<file path="src/rtl/pipe_ctrl_pkg.sv">
// Shared types and constants for the pipeline hazard/sequencing controller.
// Optional perf counters are enabled by defining PIPE_CTRL_PERF_EN.
package pipe_ctrl_pkg;

    typedef enum logic [1:0] {
        S_RUN      = 2'd0,
        S_MEM_WAIT = 2'd1,
        S_TIMEOUT  = 2'd2
    } ctrl_state_e;

    // Encoding the pipeline registers load on a flush (addi x0, x0, 0)
    localparam logic [31:0] INST_NOP = 32'h0000_0013;

    function automatic logic [31:0] sat_inc32(input logic [31:0] v, input logic en);
        return (en && (v != '1)) ? v + 32'd1 : v;
    endfunction

endpackage

</file>
<file path="src/rtl/pipe_ctrl_if.sv">
// Core-side hazard/bus signal bundle for pipe_ctrl.
// PIPE_CTRL_PERF_EN adds the two perf counter outputs.
interface pipe_ctrl_if;
    logic        jump_en_i;
    logic [31:0] jump_addr_i;
    logic        ex_is_load_i;
    logic [4:0]  ex_rd_addr_i;
    logic [4:0]  id_rs1_addr_i;
    logic [4:0]  id_rs2_addr_i;
    logic        id_rs1_used_i;
    logic        id_rs2_used_i;
    logic        mem_req_i;
    logic        mem_ack_i;
    logic        pc_jump_en_o;
    logic [31:0] jump_addr_o;
    logic        pc_hold_o;
    logic        if_id_hold_o;
    logic        if_id_flush_o;
    logic        id_ex_hold_o;
    logic        id_ex_flush_o;
    logic        bus_err_o;
`ifdef PIPE_CTRL_PERF_EN
    logic [31:0] stall_cycles_o;
    logic [31:0] flush_events_o;

    modport master (
        output jump_en_i, jump_addr_i, ex_is_load_i, ex_rd_addr_i,
               id_rs1_addr_i, id_rs2_addr_i, id_rs1_used_i, id_rs2_used_i,
               mem_req_i, mem_ack_i,
        input  pc_jump_en_o, jump_addr_o, pc_hold_o, if_id_hold_o,
               if_id_flush_o, id_ex_hold_o, id_ex_flush_o, bus_err_o,
               stall_cycles_o, flush_events_o
    );

    modport slave (
        input  jump_en_i, jump_addr_i, ex_is_load_i, ex_rd_addr_i,
               id_rs1_addr_i, id_rs2_addr_i, id_rs1_used_i, id_rs2_used_i,
               mem_req_i, mem_ack_i,
        output pc_jump_en_o, jump_addr_o, pc_hold_o, if_id_hold_o,
               if_id_flush_o, id_ex_hold_o, id_ex_flush_o, bus_err_o,
               stall_cycles_o, flush_events_o
    );
`else
    modport master (
        output jump_en_i, jump_addr_i, ex_is_load_i, ex_rd_addr_i,
               id_rs1_addr_i, id_rs2_addr_i, id_rs1_used_i, id_rs2_used_i,
               mem_req_i, mem_ack_i,
        input  pc_jump_en_o, jump_addr_o, pc_hold_o, if_id_hold_o,
               if_id_flush_o, id_ex_hold_o, id_ex_flush_o, bus_err_o
    );

    modport slave (
        input  jump_en_i, jump_addr_i, ex_is_load_i, ex_rd_addr_i,
               id_rs1_addr_i, id_rs2_addr_i, id_rs1_used_i, id_rs2_used_i,
               mem_req_i, mem_ack_i,
        output pc_jump_en_o, jump_addr_o, pc_hold_o, if_id_hold_o,
               if_id_flush_o, id_ex_hold_o, id_ex_flush_o, bus_err_o
    );
`endif
endinterface

</file>
<file path="src/rtl/pipe_ctrl_hazard_detect.sv">
// Combinational load-use compare between the load in EX and the sources read in ID.
module pipe_ctrl_hazard_detect (
    input  logic       ex_is_load_i,
    input  logic [4:0] ex_rd_addr_i,
    input  logic [4:0] id_rs1_addr_i,
    input  logic [4:0] id_rs2_addr_i,
    input  logic       id_rs1_used_i,
    input  logic       id_rs2_used_i,
    output logic       load_use_o
);

    logic rs1_hit;
    logic rs2_hit;

    always_comb begin
        rs1_hit    = id_rs1_used_i && (id_rs1_addr_i == ex_rd_addr_i);
        rs2_hit    = id_rs2_used_i && (id_rs2_addr_i == ex_rd_addr_i);
        // x0 is never a real dependency
        load_use_o = ex_is_load_i && (ex_rd_addr_i != '0) && (rs1_hit || rs2_hit);
    end

endmodule

</file>
<file path="src/rtl/pipe_ctrl.sv">
// Arbitrated hold/flush source for PC, if_id and id_ex (jump > mem wait > load-use).
// Define PIPE_CTRL_PERF_EN for stall/flush perf counters.
module pipe_ctrl
    import pipe_ctrl_pkg::*;
#(
    parameter int unsigned TIMEOUT_CYCLES = 255,
    parameter int unsigned CNT_W          = 16
) (
    input logic         clk,
    input logic         rst,
    pipe_ctrl_if.slave  bus
);

    ctrl_state_e      state_q, state_d;
    logic [CNT_W-1:0] wait_cnt_q, wait_cnt_d;
    logic             load_use;

    logic        pc_jump_en;
    logic [31:0] jump_addr;
    logic        pc_hold;
    logic        if_id_hold;
    logic        if_id_flush;
    logic        id_ex_hold;
    logic        id_ex_flush;
    logic        bus_err;

    pipe_ctrl_hazard_detect u_hazard_detect (
        .ex_is_load_i  (bus.ex_is_load_i),
        .ex_rd_addr_i  (bus.ex_rd_addr_i),
        .id_rs1_addr_i (bus.id_rs1_addr_i),
        .id_rs2_addr_i (bus.id_rs2_addr_i),
        .id_rs1_used_i (bus.id_rs1_used_i),
        .id_rs2_used_i (bus.id_rs2_used_i),
        .load_use_o    (load_use)
    );

    always_comb begin
        state_d     = state_q;
        wait_cnt_d  = wait_cnt_q;
        pc_jump_en  = 1'b0;
        jump_addr   = '0;
        pc_hold     = 1'b0;
        if_id_hold  = 1'b0;
        if_id_flush = 1'b0;
        id_ex_hold  = 1'b0;
        id_ex_flush = 1'b0;
        bus_err     = 1'b0;
        // Outputs are gated by reset so they drop asynchronously with it
        if (rst) begin
            unique case (state_q)
                S_RUN: begin
                    if (bus.jump_en_i) begin
                        pc_jump_en  = 1'b1;
                        jump_addr   = bus.jump_addr_i;
                        if_id_flush = 1'b1;
                        id_ex_flush = 1'b1;
                    end else if (bus.mem_req_i && !bus.mem_ack_i) begin
                        pc_hold    = 1'b1;
                        if_id_hold = 1'b1;
                        id_ex_hold = 1'b1;
                        state_d    = S_MEM_WAIT;
                        wait_cnt_d = CNT_W'(1);
                    end else if (load_use) begin
                        pc_hold     = 1'b1;
                        if_id_hold  = 1'b1;
                        id_ex_flush = 1'b1;
                    end
                end
                S_MEM_WAIT: begin
                    if (bus.mem_ack_i) begin
                        state_d    = S_RUN;
                        wait_cnt_d = '0;
                    end else begin
                        pc_hold    = 1'b1;
                        if_id_hold = 1'b1;
                        id_ex_hold = 1'b1;
                        if (wait_cnt_q == CNT_W'(TIMEOUT_CYCLES - 1)) begin
                            state_d    = S_TIMEOUT;
                            wait_cnt_d = '0;
                        end else begin
                            wait_cnt_d = wait_cnt_q + CNT_W'(1);
                        end
                    end
                end
                S_TIMEOUT: begin
                    bus_err     = 1'b1;
                    id_ex_flush = 1'b1;
                    if (bus.jump_en_i) begin
                        pc_jump_en  = 1'b1;
                        jump_addr   = bus.jump_addr_i;
                        if_id_flush = 1'b1;
                    end
                    state_d    = S_RUN;
                    wait_cnt_d = '0;
                end
                default: begin
                    state_d    = S_RUN;
                    wait_cnt_d = '0;
                end
            endcase
        end
    end

    always_ff @(posedge clk or negedge rst) begin
        if (!rst) begin
            state_q    <= S_RUN;
            wait_cnt_q <= '0;
        end else begin
            state_q    <= state_d;
            wait_cnt_q <= wait_cnt_d;
        end
    end

    assign bus.pc_jump_en_o  = pc_jump_en;
    assign bus.jump_addr_o   = jump_addr;
    assign bus.pc_hold_o     = pc_hold;
    assign bus.if_id_hold_o  = if_id_hold;
    assign bus.if_id_flush_o = if_id_flush;
    assign bus.id_ex_hold_o  = id_ex_hold;
    assign bus.id_ex_flush_o = id_ex_flush;
    assign bus.bus_err_o     = bus_err;

`ifdef PIPE_CTRL_PERF_EN
    logic [31:0] stall_cycles_q;
    logic [31:0] flush_events_q;

    always_ff @(posedge clk or negedge rst) begin
        if (!rst) begin
            stall_cycles_q <= '0;
            flush_events_q <= '0;
        end else begin
            stall_cycles_q <= sat_inc32(stall_cycles_q, pc_hold);
            flush_events_q <= sat_inc32(flush_events_q, id_ex_flush);
        end
    end

    assign bus.stall_cycles_o = stall_cycles_q;
    assign bus.flush_events_o = flush_events_q;
`endif

endmodule
</file>
<file path="src/flat_wrapper.sv">
// flat-port wrapper written by rule: the top's interface ports become plain ports
module pipe_ctrl_flat import pipe_ctrl_pkg::*;
#(
    parameter int unsigned TIMEOUT_CYCLES = 255,
    parameter int unsigned CNT_W          = 16
)
  (clk, rst, bus_jump_en_i, bus_jump_addr_i, bus_ex_is_load_i, bus_ex_rd_addr_i, bus_id_rs1_addr_i, bus_id_rs2_addr_i, bus_id_rs1_used_i, bus_id_rs2_used_i, bus_mem_req_i, bus_mem_ack_i, bus_pc_jump_en_o, bus_jump_addr_o, bus_pc_hold_o, bus_if_id_hold_o, bus_if_id_flush_o, bus_id_ex_hold_o, bus_id_ex_flush_o, bus_bus_err_o);
  pipe_ctrl_if bus_i ();
  input logic clk;
  input logic rst;
  input wire logic [$bits(bus_i.jump_en_i)-1:0] bus_jump_en_i;
  input wire logic [$bits(bus_i.jump_addr_i)-1:0] bus_jump_addr_i;
  input wire logic [$bits(bus_i.ex_is_load_i)-1:0] bus_ex_is_load_i;
  input wire logic [$bits(bus_i.ex_rd_addr_i)-1:0] bus_ex_rd_addr_i;
  input wire logic [$bits(bus_i.id_rs1_addr_i)-1:0] bus_id_rs1_addr_i;
  input wire logic [$bits(bus_i.id_rs2_addr_i)-1:0] bus_id_rs2_addr_i;
  input wire logic [$bits(bus_i.id_rs1_used_i)-1:0] bus_id_rs1_used_i;
  input wire logic [$bits(bus_i.id_rs2_used_i)-1:0] bus_id_rs2_used_i;
  input wire logic [$bits(bus_i.mem_req_i)-1:0] bus_mem_req_i;
  input wire logic [$bits(bus_i.mem_ack_i)-1:0] bus_mem_ack_i;
  output wire logic [$bits(bus_i.pc_jump_en_o)-1:0] bus_pc_jump_en_o;
  output wire logic [$bits(bus_i.jump_addr_o)-1:0] bus_jump_addr_o;
  output wire logic [$bits(bus_i.pc_hold_o)-1:0] bus_pc_hold_o;
  output wire logic [$bits(bus_i.if_id_hold_o)-1:0] bus_if_id_hold_o;
  output wire logic [$bits(bus_i.if_id_flush_o)-1:0] bus_if_id_flush_o;
  output wire logic [$bits(bus_i.id_ex_hold_o)-1:0] bus_id_ex_hold_o;
  output wire logic [$bits(bus_i.id_ex_flush_o)-1:0] bus_id_ex_flush_o;
  output wire logic [$bits(bus_i.bus_err_o)-1:0] bus_bus_err_o;
  assign bus_i.jump_en_i = bus_jump_en_i;
  assign bus_i.jump_addr_i = bus_jump_addr_i;
  assign bus_i.ex_is_load_i = bus_ex_is_load_i;
  assign bus_i.ex_rd_addr_i = bus_ex_rd_addr_i;
  assign bus_i.id_rs1_addr_i = bus_id_rs1_addr_i;
  assign bus_i.id_rs2_addr_i = bus_id_rs2_addr_i;
  assign bus_i.id_rs1_used_i = bus_id_rs1_used_i;
  assign bus_i.id_rs2_used_i = bus_id_rs2_used_i;
  assign bus_i.mem_req_i = bus_mem_req_i;
  assign bus_i.mem_ack_i = bus_mem_ack_i;
  assign bus_pc_jump_en_o = bus_i.pc_jump_en_o;
  assign bus_jump_addr_o = bus_i.jump_addr_o;
  assign bus_pc_hold_o = bus_i.pc_hold_o;
  assign bus_if_id_hold_o = bus_i.if_id_hold_o;
  assign bus_if_id_flush_o = bus_i.if_id_flush_o;
  assign bus_id_ex_hold_o = bus_i.id_ex_hold_o;
  assign bus_id_ex_flush_o = bus_i.id_ex_flush_o;
  assign bus_bus_err_o = bus_i.bus_err_o;
  pipe_ctrl #(.TIMEOUT_CYCLES(TIMEOUT_CYCLES), .CNT_W(CNT_W)) u_core (.clk(clk), .rst(rst), .bus(bus_i));
endmodule
</file>
<file path="config.mk">
export PLATFORM = sky130hd
export DESIGN_NAME = pipe_ctrl_flat
export DESIGN_NICKNAME = d
export VERILOG_FILES = /design/src/rtl/pipe_ctrl_pkg.sv /design/src/rtl/pipe_ctrl_if.sv /design/src/rtl/pipe_ctrl_hazard_detect.sv /design/src/rtl/pipe_ctrl.sv /design/src/flat_wrapper.sv
export SDC_FILE = /design/constraint.sdc
export NUM_CORES = 1
export LEC_CHECK = 0
export BUFFER_PORTS_ARGS = -buffer_cell sky130_fd_sc_hd__buf_2
export CORE_MARGIN = 8
export CORE_UTILIZATION = 25
export DETAILED_ROUTE_END_ITERATION = 6
export PLACE_DENSITY = 0.51
export SYNTH_ARGS = -nofsm -noshare
export SYNTH_HDL_FRONTEND = slang
export SYNTH_SLANG_ARGS = --single-unit
export TNS_END_PERCENT = 10
</file>
<file path="constraint.sdc">
create_clock -name clk -period 1.9 [get_ports clk]
set_clock_uncertainty 0.2 [all_clocks]
set_input_delay 0.19 -clock clk [delete_from_list [all_inputs] [get_ports clk]]
set_output_delay 0.19 -clock clk [all_outputs]
set_load 0.1 [all_outputs]
</file>
==> results.md <==
- Outcome: finished clean
- Core area: 5540 um2
- Fin area: 2923 um2
- 1st-iter DRT viols: 83
- Critical Path RT: 1.51 ns
- Levels on crit path: 4
- IO buf count: 93
- Peak supply drop: 0.0003318 V
- Hold WS: 0.1641 ns
- Register area share after synthesis: 31.06%
- CP most frequent cell: buf_12
- Dpl ws: -0.02232 ns
- Max stage delay on crit path: 0.46 ns
- Net count, final: 350
- Critical setup path kind: register to output pin
- Max FO, Critical Path: 36
- CTS root buf: clkbuf_8
- Worst r2r dst: u_core.wait_cnt_q[4]$_DFFE_PN0P_
- Post-synthesis instance area: 1450 um2
- Area grow syn2layout: 101.6%
- Max Buffers Root-to-Sink: 2
- DR WL/cell: 16.30 um
- Starting Density: 26.17%
- R2R Path Start: u_core.wait_cnt_q[0]$_DFFE_PN0P_
- Die Wd: 92.16 um
- CP top delay family: flip-flops
- Initial antenna violation count: 0
- Ys Warns: 0
- Overall Power: 2318 uW
- HP Class: input port to register
- Max Cap Viol: 0
- Worst-Skew Late Latency: 0.26 ns
- Cells after Synth: 177
- CTS sink cnt: 18
- FMAX: 532.3 MHz
- Slew Viols, Final: 0
- Mapped Avg Cell Area: 8.193 um2
- Post-synth EDFFs: 0
- R2r worst-path depth: 6
- Critical path buffers and inverters: 2
- Tcrit/Tclk final: 98.87%
- Hold Path End: u_core.wait_cnt_q[4]$_DFFE_PN0P_
- First drt pass iteration count: 4
- Vias in the first global route: 1,679
- DRT antenna net count: 0
- Drt drc: 0
- Flops & latches, synth: 18
- Distinct cells, synth: 40
- Cell Rows: 27
- Full die area: 8493 um2
- Dpl hpwl: 4943 um
- Gr ovfl total: 0
- # diodes: 0
- Rel. slew slack: 69.87%
- RSZ-0062 raised after global routing: true
- Final WL: 5933 um
- Layout cells sized above 1: 50.68%
- Setup crit start kind: register
- Vias/cell: 4.827
- LEAKAGE: 0.001416 uW
- Worst setup margin: 0.02153 ns
- Number of buffers created by CTS: 3
- R2R setup slack: 0.08 ns
- Hold Violations, Final: 0
- Share of flip-flops with an asynchronous set or reset: 100.0%
- Cell Chain, Critical Path: nor2b_4, buf_12, a41o_4, buf_12
- Setup crit end kind: output pin
- Final setup viols: 0
- Pwr dens: 793.1 nW/um2
- Worst Tran Pin Value: 0.4461 ns
- Crit-path slowest cell: dfrtp_2
- Routability Congestion: 0.8510
- Routed vias: 1,757
- GRT Total Usage: 13.11%
- H-tree level count: 1
- Start point of the worst hold path: rst
- Hold path depth: 4
- Fill cells: 500
- Total nets after synthesis: 234
- Die Height: 92.16 um
- Ys flop type: dfrtp_1
- TritonCTS clock tree: built
- Critical path data arrival time: 1.49 ns
- Multi-input logic area: 1013 um2
- Reg area: 454.2 um2
- First-pass GRT wire length: 9004 um
- DP Area: 2776 um2
- Largest net degree at the start of global routing: 37
- CTS clk-pin slew, worst paths: 0.07 ns
- Minimum clock period: 1.878 ns
- I/O Pins: 94
[cell usage after synthesis (2+ instances only)]
master     instances  share of area (%)
a21o_1             3                1.6
a21oi_1            5                1.7
a31oi_1            4                1.7
a41o_1             2                1.4
and2_1             3                1.3
and3_1            33                 14
and3_2             2                1.0
buf_4              2                1.0
clkbuf_1           9                2.3
dfrtp_1           18                 31
ha_1               2                1.7
inv_1              4                1.0
nand2_1           11                2.8
nand2b_1           3                1.3
nand3_1            6                2.1
nand4_1            8                3.5
nor2_1            16                4.1
nor4_1             2               0.86
o21ai_0            4                1.4
o2bb2ai_1          3                1.8
or4_1              2                1.0
xnor2_1           11                6.6
xor2_1             7                4.2
[metrics by stage]
stage | utilization [%] | TNS [ns] | std cells
5_1_grt | 52.76 | -0.6496 | 364
3_5_place_dp | 50.11 | -0.05179 | 355
6_report | 52.76 | 0 | 364
3_3_place_gp | 50.11 | -0.02227 | 355
4_1_cts | 51.72 | -0.002187 | 361
2_1_floorplan | - | -9.825 | 177
[metal layers]
metal,vias to the layer above,share of wire (%),GRT usage [%]
met4,0,1.1,4.161
met5,-,0,0
met1,803,46,16.71
met2,77,46,20.86
li1,872,-,-
met3,5,7.0,3.586
[cells in the final DEF, fill, tap and decap left out, types with 4 or more instances in the layout]
| cell | instances |
|---|---|
| nand4_1 | 8 |
| dfrtp_1 | 15 |
| buf_2 | 54 |
| xor2_1 | 7 |
| and3_1 | 33 |
| xnor2_1 | 10 |
| buf_4 | 27 |
| inv_1 | 4 |
| nand2_1 | 11 |
| clkbuf_8 | 4 |
| a21oi_1 | 5 |
| nand3_1 | 4 |
| nor2_1 | 15 |
| buf_12 | 40 |
| a31oi_1 | 4 |
[power by group]
group	internal (uW)	switching (uW)
clock network	184	136
registers	413	40.3
logic	587	958
[registers in the layout, summed over array words and instances, names as in the netlist]
| name | flops |
|---|---|
| u_core.state_q | 2 |
| u_core.wait_cnt_q | 16 |
[cell families after synthesis]
| family | after synthesis | synth area share [%] |
|---|---|---|
| buffers and inverters | 16 | 4.744 |
| DFF | 18 | 31.06 |
| and+or+nand+nor | 95 | 36.84 |
| adders and majority gates | 2 | 1.725 |
| AOI/OAI and AO/OA | 28 | 14.76 |
| xor gates and xnor gates | 18 | 10.87 |
[repair_timing]
item,CTS,global route
gates cloned,0,0
gates resized for setup,4,9
pin swaps,4,6
hold buffers,1,0
setup endpoints to repair,25,28
buffers inserted,1,3
endpoints found under the hold margin,18,0
[worst max path at each step]
stage                                           startpoint                                 to
after floorplan              u_core.state_q[1]$_DFFE_PN0P_                      bus_pc_hold_o
after global placement                       bus_mem_ack_i  u_core.wait_cnt_q[10]$_DFFE_PN0P_
after detailed placement                     bus_mem_ack_i  u_core.wait_cnt_q[14]$_DFFE_PN0P_
after CTS                    u_core.state_q[0]$_DFFE_PN0P_                   bus_if_id_hold_o
after global routing      u_core.wait_cnt_q[9]$_DFFE_PN0P_      u_core.state_q[1]$_DFFE_PN0P_
final                        u_core.state_q[0]$_DFFE_PN0P_                   bus_if_id_hold_o
[final cells by class]
class                   instances  share of cell area, %
inverters                       4                 0.5137
clock buffers                   4                  1.884
repair buffers                123                  44.31
well taps                      72                  3.082
multi-input cells             143                  34.67
flip-flops and latches         18                  15.54
[worst register-to-register path: cells and delay by family (launching register included)]
kind,cells,cell delay [ns]
simple gates,2,0.56
flops,1,0.37
compound gates,2,0.37
fa+ha+maj,1,0.18
buf+inv,1,0.05
Power figures use the tool's default switching activity.
